[config.mk]
export PLATFORM = sky130hd
export DESIGN_NAME = serial_offset_code_converter
export DESIGN_NICKNAME = d
export VERILOG_FILES = /design/src/rtl/serial_offset_code_converter.sv
export SDC_FILE = /design/constraint.sdc
export NUM_CORES = 1
export LEC_CHECK = 0
export ABC_CLOCK_PERIOD_IN_PS = 2200
export CORE_AREA = 2 2 39 41
export CTS_CLUSTER_SIZE = 25
export DETAILED_ROUTE_END_ITERATION = 8
export DIE_AREA = 0 0 41 43
export PLACE_DENSITY = 0.55
export SYNTH_ARGS = -nofsm -noshare
export SYNTH_HDL_FRONTEND = slang
export SYNTH_SLANG_ARGS = --single-unit
[constraint.sdc]
create_clock -name clk -period 2.2 [get_ports clk]
set_input_delay 0.44 -clock clk [delete_from_list [all_inputs] [get_ports clk]]
set_output_delay 0.44 -clock clk [all_outputs]
set_load 0.05 [all_outputs]
[src/rtl/serial_offset_code_converter.sv]
// Bit-serial, LSB-first offset-code converter: per W-bit word, adds OFFSET
// (binary -> excess-K) or subtracts it (excess-K -> binary), one bit per clock.
module serial_offset_code_converter #(
  parameter int W      = 4,
  parameter int OFFSET = 3
) (
  input  logic clk,
  input  logic rst,
  input  logic in,
  input  logic in_valid,
  input  logic sof,
  input  logic mode,
  output logic out,
  output logic out_valid,
  output logic word_done,
  output logic err
);

  localparam int            CW = (W > 2) ? $clog2(W) : 1;
  localparam logic [W-1:0]  K  = W'(OFFSET);

  logic [CW-1:0] r_cnt;
  logic          r_carry;
  logic          r_mode;

  logic [CW-1:0] w_idx;
  logic          w_bit0;
  logic          w_last;
  logic          w_k;
  logic          w_mode;
  logic          w_cin;
  logic          w_gen;
  logic          w_r;
  logic          w_cnext;

  // Handshake: a bit is consumed only in a cycle with in_valid high; sof with
  // in_valid restarts the word at bit 0. Outputs follow one cycle later.
  always_comb begin
    w_idx   = sof ? '0 : r_cnt;
    w_bit0  = (w_idx == '0);
    w_last  = (w_idx == CW'(W - 1));
    w_k     = K[w_idx];
    w_mode  = w_bit0 ? mode : r_mode;
    w_cin   = w_bit0 ? 1'b0 : r_carry;
    // Borrow generation is carry generation with the data bit inverted.
    w_gen   = w_mode ? in : ~in;
    w_r     = in ^ w_k ^ w_cin;
    w_cnext = (w_gen & w_k) | (w_gen & w_cin) | (w_k & w_cin);
  end

  always_ff @(posedge clk or negedge rst) begin
    if (!rst) begin
      r_cnt     <= '0;
      r_carry   <= 1'b0;
      r_mode    <= 1'b0;
      out       <= 1'b0;
      out_valid <= 1'b0;
      word_done <= 1'b0;
      err       <= 1'b0;
    end else begin
      if (in_valid) begin
        r_cnt   <= w_last ? '0 : w_idx + CW'(1);
        r_carry <= w_cnext;
        r_mode  <= w_mode;
        out     <= w_r;
      end
      out_valid <= in_valid;
      word_done <= in_valid & w_last;
      err       <= in_valid & w_last & w_cnext;
    end
  end

endmodule

* After elaboration in Yosys (flattened, before gate mapping)
Index checks and enable logic that the tools add are counted.
W data, S select, Z words.
** Operators by class
- Bitwise logic cells :: 10
- Reductions and logical operators :: 1
- Mux-type cells :: 7
- Eq/ne operators :: 1
- Add/sub/neg operators :: 1
- Order comparisons :: 1
** Operator list (count)
- $and A1 B1 Y1 :: 5
- $mux W1 :: 4
- $mux W2 :: 2
- $lt A2 B3 Y1 const B :: 1
- $add A2 B1 Y2 const B :: 1
- $bmux W1 S2 :: 1
- $eq A2 B2 Y1 const B :: 1
- $logic_not A2 Y1 :: 1
- $or A1 B1 Y1 :: 2
- $xor A1 B1 Y1 :: 2
- $not A1 Y1 :: 1
** Storage, ports and cells
- Logic and storage cells :: 28
- Output and inout port bits :: 4
- Bits in registers :: 8
- Input bits :: 6

* Logic depth before layout (Yosys ltp)
Gate-level depths: netlist of run 1.
- Depth in word-level cells :: 8
- Gate-level depth with buffers :: 6
- Mapped depth without buffers :: 6

* Worst setup path after synthesis of run 1
OpenSTA, ideal clock, no wires.
- Path kind :: input-to-reg
- From :: input sof
- To :: register err
- Library setup time :: 82 ps
- Path buffers :: 0
- Slack :: 485 ps
- Data required time :: 2118 ps
- Arrival time :: 1634 ps
- Cell stages on the path :: 6
- Cells stage by stage :: nor2b_1 -> inv_1 -> ha_1 -> mux2_4 -> or3_1 -> a31oi_1
** On the way
- Word-level cells in the longest chain between the ends :: 8
- Elaborated cells on any way between the ends :: 15
- Classes of those cells :: eq/ne (1); mux (6); bitwise (7); reduce/logical (1)
** Ends and longest elaborated chain
- start: declaration :: line 11 : input logic sof,
- $mux W2 * :: line 39 : w_idx = sof ? '0 : r_cnt;
- $logic_not A2 Y1 :: line 40 : w_bit0 = (w_idx == '0);
- $mux W1 :: line 43 : w_mode = w_bit0 ? mode : r_mode;
- $mux W1 :: line 46 : w_gen = w_mode ? in : ~in;
- $and A1 B1 Y1 :: line 48 : w_cnext = (w_gen & w_k) | (w_gen & w_cin) | (w_k & w_cin);
- $or A1 B1 Y1 (2 in series) :: line 48
- $and A1 B1 Y1 * :: line 69 : err <= in_valid & w_last & w_cnext;
- end signal: assignment :: line 69
- end: declaration :: line 16 : output logic err
Every way passes the cells marked *; elsewhere a longest branch is shown, timed or not. The select of a mux whose other input is x is not followed.
A chain may end at the register's enable or synchronous reset.

* Worst setup path after layout of run 1
Ends and elaborated chain as after synthesis.

==> impl_metrics.json, run 1 <==
{
  "status": "complete, no violations",
  "firstDrtPassIters": 1,
  "io_buffers": 9,
  "cts_buffers": 3,
  "wl_um": 696,
  "synth_ff_type": "dfrtp_1",
  "clkTransAtPathRegs_ns": 0.05,
  "synth-seq-cells": 8,
  "critPathSlowestCell": "clkdlybuf4s50_1",
  "rr_startpoint": "r_cnt[0]",
  "grt_pass1_vias": 327,
  "netlist_instances": 35,
  "ant_nets": 0,
  "worst_pin_slew_ns": 0.495,
  "yosys.area.top_type": "dfrtp_1",
  "worst-path-stages": 7,
  "power.total_mw": 0.513,
  "r2r-end": "err",
  "setup_viol": 0,
  "cts_tree": "done",
  "fin_crit_sh_pct": 88.6,
  "wl_per_cell_um": 10.9,
  "post-route-worst-setup-slack_ns": 0.251,
  "power_frac_comb_pct": 39.2,
  "vias": 293,
  "worstPathRequired_ns": 2.37,
  "nets": 58,
  "fin_skew_ns": 0.00157,
  "drt_iter0_drc": 0,
  "drc": 0,
  "ir_drop_v": 0.000500,
  "dp_slack_ns": -0.0252,
  "yosysWarningCount": 0,
  "holdCritPathClass": "in -> async",
  "fp.dieH_um": 43,
  "p_int_mw": 0.343,
  "maxCapViolCount": 0,
  "synth.top_cells.by_count": "dfrtp_1 (8), inv_1 (3), mux2_2 (3), nand2_1 (3), ha_1 (2)",
  "crit_family": "buffers and inverters",
  "cts-root-buf": "clkbuf_4",
  "leakage_nw": 0.264,
  "post_cts_buffers": 0,
  "grt_use_total_pct": 11.0,
  "reg2reg_slack_ns": 0.51,
  "htreeDepth": 1,
  "post_cts_resized": 0,
  "clk_latency_ns": 0.25,
  "cpPeakStageDelay_ns": 0.42,
  "synth_cell_type_count": 21,
  "critPathCapture": "err",
  "netlist_area_um2": 417,
  "synth_edf_count": 0,
  "place_congestion": 0.702,
  "nFillCells": 132,
  "rsz0062_at_grt": "no",
  "worstSetupStartpoint": "sof",
  "crit_buf_inv": 2,
  "final-max-slew-violation-count": 0,
  "yosysMostFrequentCell": "dfrtp_1",
  "p_switching_mw": 0.170,
  "post-place-cells": 61,
  "clk_path_buf_depth": 2,
  "max_freq_mhz": 513,
  "path_cells": "clkdlybuf4s50_1 -> nor2b_1 -> inv_1 -> ha_1 -> mux2_4 -> or3_1 -> a31oi_1",
  "critPathKind": "in -> reg",
  "grt_max_degree": 9,
  "coreArea_um2": 1380,
  "holdBufCountCts": 0,
  "ys_seq_area_share_pct": 48.0,
  "clockPowerShare_pct": 21.3,
  "syn_nets": 43,
  "powerDensity_nw_per_um2": 915,
  "area_delta_synth_final_pct": 34.5,
  "vias_per_cell": 4.58,
  "worstRegToRegCells": 6,
  "avgSynthCellArea_um2": 11.9,
  "maxSlewHeadroom_pct": 66.9,
  "cp_max_fo": 3,
  "power_frac_seq_pct": 39.5,
  "die_w_um": 41,
  "p_sw_share_pct": 33.2,
  "grt_overflow": 0,
  "drive_gt1_share_pct": 25.0,
  "die_area_um2": 1760,
  "fin_crit_ns": 1.95,
  "dp_hpwl_um": 582,
  "critPathArrivalTime_ns": 2.11,
  "final-hold-violation-count": 0,
  "final_cells": 64,
  "hold_ws_ns": 0.473,
  "antenna_found_initial": 0,
  "grt_pass1_wl_um": 1250,
  "critPathCaptureType": "flop",
  "synth_top_area_share_pct": 48.0,
  "antennaDiodeCount": 0,
  "rows": 14,
  "synth_area_leaders": "dfrtp_1 (48%), mux2_2 (8.1%), ha_1 (6.0%)",
  "cts.sinks": 8,
  "synth_async_sr_flop_share_pct": 100,
  "startpoint_type": "input pin",
  "io_pins": 10,
  "start_util_pct": 30.1
}
## state kept, by name, indices dropped and copies added (netlist names)
signal     count
r_mode         1
word_done      1
r_carry        1
out            1
out_valid      1
r_cnt          2
err            1
## power groups by stage
stage,Clock (mW),Combinational (mW),Sequential (mW)
floorplan,0,0.101,0.242
global placement,0,0.197,0.201
detailed placement,0,0.203,0.205
CTS,0.116,0.204,0.203
global route,0.126,0.219,0.207
finish,0.109,0.201,0.203
## worst register-to-register path: cells and delay by family (launching register included)
kind	cells	cell delay, ns
AND/OR/NAND/NOR	2	0.49
flip-flops	1	0.34
multiplexers	1	0.32
adder cells (fa/ha/maj)	1	0.23
AO/OA/AOI/OAI	1	0.17
buffers and inverters	1	0.06
## worst min-delay path by stage
stage	startpoint	to	slack [ns]	depth (start not counted)
2_1_floorplan	rst	err	0.14	0
3_3_place_gp	r_carry	r_carry	0.48	2
3_5_place_dp	out	out	0.50	1
4_1_cts	rst	word_done	0.48	1
5_1_grt	rst	out_valid	0.48	1
6_report	rst	word_done	0.47	1
## stage by stage
stage                     instance area (um^2)  setup TNS (ns)  utilization [%]
after floorplan                            417               0                -
after global placement                     538               0             38.9
after detailed placement                   538         -0.0341             38.9
after CTS                                  561               0             40.5
after global routing                       561               0             40.5
final                                      561               0             40.5
## cells by family (layout without fill, tap and decap cells)
group | after synthesis | count (layout) | share of synthesized area, %
muxes | 4 | 4 | 11.7
and+or+nand+nor | 9 | 9 | 13.5
DFF | 8 | 8 | 48.0
AOI/OAI and AO/OA | 4 | 4 | 6.01
xor gates and xnor gates | 3 | 3 | 9.61
buffers and inverters | 5 | 18 | 5.11
adders and majority gates | 2 | 2 | 6.01
## placed cells by master, fill, tap and decap left out
| master | Yosys | final |
|---|---|---|
| inv_4 | 1 | 1 |
| nand2b_4 | 1 | 1 |
| mux2_4 | 1 | 1 |
| xnor3_1 | 1 | 1 |
| inv_1 | 3 | 3 |
| clkbuf_4 | 0 | 3 |
| or3_1 | 1 | 1 |
| nand2_1 | 3 | 3 |
| xnor2_1 | 1 | 1 |
| ha_1 | 2 | 2 |
| dfrtp_1 | 8 | 8 |
| buf_4 | 0 | 2 |
| a31oi_1 | 1 | 1 |
| xor2_1 | 1 | 1 |
| nand3_1 | 1 | 1 |
| nor2_1 | 1 | 1 |
| and2b_4 | 1 | 1 |
| o311ai_1 | 1 | 1 |
| mux2_2 | 3 | 3 |
| nor2b_1 | 1 | 1 |
| clkdlybuf4s50_1 | 0 | 9 |
| o21ai_1 | 1 | 1 |
| a21oi_1 | 1 | 1 |
## area by class of cell
class                   count  area [um^2]  area share, %
well taps                  16         20.0           3.57
flip-flops and latches      8          200           35.7
repair buffers             11          105           18.8
multi-input cells          22          195           34.8
clock buffers               3         22.5           4.02
inverters                   4         17.5           3.12
## metal layers
layer / wire length (um) / up-vias / global-route usage, %
li1: - / 145 / -
met4: 16 / 0 / 7.33
met5: 0 / - / 0
met3: 39 / 2 / 6.28
met2: 356 / 10 / 15.6
met1: 284 / 136 / 11.7
(Power assumes the default switching activity.)
==> inputs of run 2 (changes only) <==
Settings changed: PLACE_DENSITY 0.55 to not set.
==> run 2 against run 1 <==
Compared with the run above: die area unchanged; global-route usage down 0.35 points; critical endpoint unchanged; highest routed layer unchanged; largest cell class unchanged; non-clock buffer count unchanged; design area unchanged; register-to-register slack better by 0.04 ns; largest power group unchanged.
==> impl_metrics.json, run 2 (synthesized netlist as in run 1, its figures left out) <==
{
  "critPathCaptureType": "flop",
  "vias_per_cell": 4.45,
  "final_cell_mix": "clkdlybuf4s50_1 (9), dfrtp_1 (8)",
  "drc": 0,
  "die_w_um": 41,
  "grt_use_total_pct": 10.6,
  "r2r-end": "err",
  "critPathArrivalTime_ns": 2.08,
  "fp.dieH_um": 43,
  "place_congestion": 0.713,
  "design_area_um2": 561,
  "ir_drop_v": 0.000366,
  "clkTransAtPathRegs_ns": 0.06,
  "holdBufCountCts": 0,
  "coreArea_um2": 1380,
  "firstDrtPassIters": 3,
  "reg2reg_slack_ns": 0.55,
  "final-max-slew-violation-count": 0,
  "nFillCells": 150,
  "grt_pass1_vias": 286,
  "final-hold-violation-count": 0,
  "rsz0062_at_grt": "no",
  "grt_overflow": 0,
  "start_util_pct": 30.1,
  "holdCritPathClass": "in -> async",
  "drt_iter0_drc": 5,
  "wl_per_cell_um": 10.8,
  "worst_pin_slew_ns": 0.491,
  "antennaDiodeCount": 0,
  "nets": 58,
  "cts_buffers": 3,
  "regMostFlops": "r_cnt",
  "worstRegToRegCells": 6,
  "setup_tns_ns": 0,
  "multi_input_area_um2": 195,
  "fin_crit_ns": 1.90,
  "vias": 285,
  "final_common_cell": "clkdlybuf4s50_1",
  "area_delta_synth_final_pct": 34.5,
  "maxSlewHeadroom_pct": 67.1,
  "fin_skew_ns": 0.00239,
  "clk_latency_ns": 0.25,
  "powerDensity_nw_per_um2": 918,
  "leakage_nw": 0.264,
  "regArea_um2": 200,
  "cts_tree": "done",
  "ant_nets": 0,
  "grt_max_degree": 9,
  "antenna_found_initial": 0,
  "maxCapViolCount": 0,
  "max_freq_mhz": 526,
  "rr_startpoint": "r_cnt[0]",
  "wl_um": 688,
  "cp_max_fo": 3,
  "status": "complete, no violations",
  "critPathKind": "in -> reg",
  "setup_viol": 0,
  "io_pins": 10,
  "clk_path_buf_depth": 2,
  "largest_reg_flops": 2,
  "cts.sinks": 8,
  "grt_pass1_wl_um": 1160,
  "cts-root-buf": "clkbuf_4",
  "fin_crit_sh_pct": 86.4,
  "startpoint_type": "input pin",
  "post_cts_resized": 0,
  "htreeDepth": 1,
  "io_buffers": 9,
  "dp_hpwl_um": 510,
  "die_area_um2": 1760,
  "drive_gt1_share_pct": 25.0,
  "rows": 14,
  "place_area_um2": 538,
  "post_cts_buffers": 0,
  "worstPathRequired_ns": 2.38
}
-- run 2: cell counts in the layout (fill, tap and decap cells not counted) --
No cell type changed its count.
-- run 2: worst max-delay path by stage --
stage / from / slack [ns] / depth (start not counted) / to
final: sof / 0.30 / 7 / err
after global routing: sof / 0.18 / 7 / err
after CTS: sof / 0.30 / 7 / err
after detailed placement: sof / 0.03 / 7 / err
after global placement: sof / 0.04 / 7 / err
after floorplan: sof / 0.48 / 6 / err
-- run 2: critical path, cell delays in order --
cell and delay [ns]:
clkdlybuf4s50_1 0.42, nor2b_1 0.15, inv_1 0.06, ha_1 0.23, mux2_4 0.32, or3_1 0.30
a31oi_1 0.15
-- run 2: layout make-up --
class                   instances  share of cell area [%]
flip-flops and latches          8                    35.7
repair buffers                 11                    18.8
clock buffers                   3                    4.02
multi-input cells              22                    34.8
inverters                       4                    3.12
well taps                      16                    3.57
-- run 2: metal layers --
layer	part of all wire, %	up-vias	global-route usage, %
met1	46	134	12.3
met3	6.3	2	3.14
met2	46	7	14.7
li1	-	142	-
met4	1.2	0	10.0
met5	0	-	0
-- run 2: power by group --
part	switching (mW)	total, mW	internal [mW]
logic	0.0973	0.198	0.100
registers	0.0218	0.201	0.180
clock network	0.0527	0.115	0.0626
total	0.172	0.515	0.343
-- run 2: stage by stage --
stage / util [%] / hold slack, ns / total power, mW / cells / worst slack [ns]
final: 40.5 / 0.475 / 0.515 / 64 / 0.300
after global routing: 40.5 / 0.486 / 0.549 / 64 / 0.182
after CTS: 40.5 / 0.478 / 0.523 / 64 / 0.297
after detailed placement: 38.9 / 0.497 / 0.402 / 61 / 0.0285
after global placement: 38.9 / 0.500 / 0.403 / 61 / 0.0434
after floorplan: - / 0.144 / 0.343 / 35 / 0.485
==> inputs of run 3 (changes only) <==
Settings changed: CTS_CLUSTER_SIZE 25 to 40.
==> results of run 3 <==
No change in the layout: final DEF, timing and power equal those of run 2.
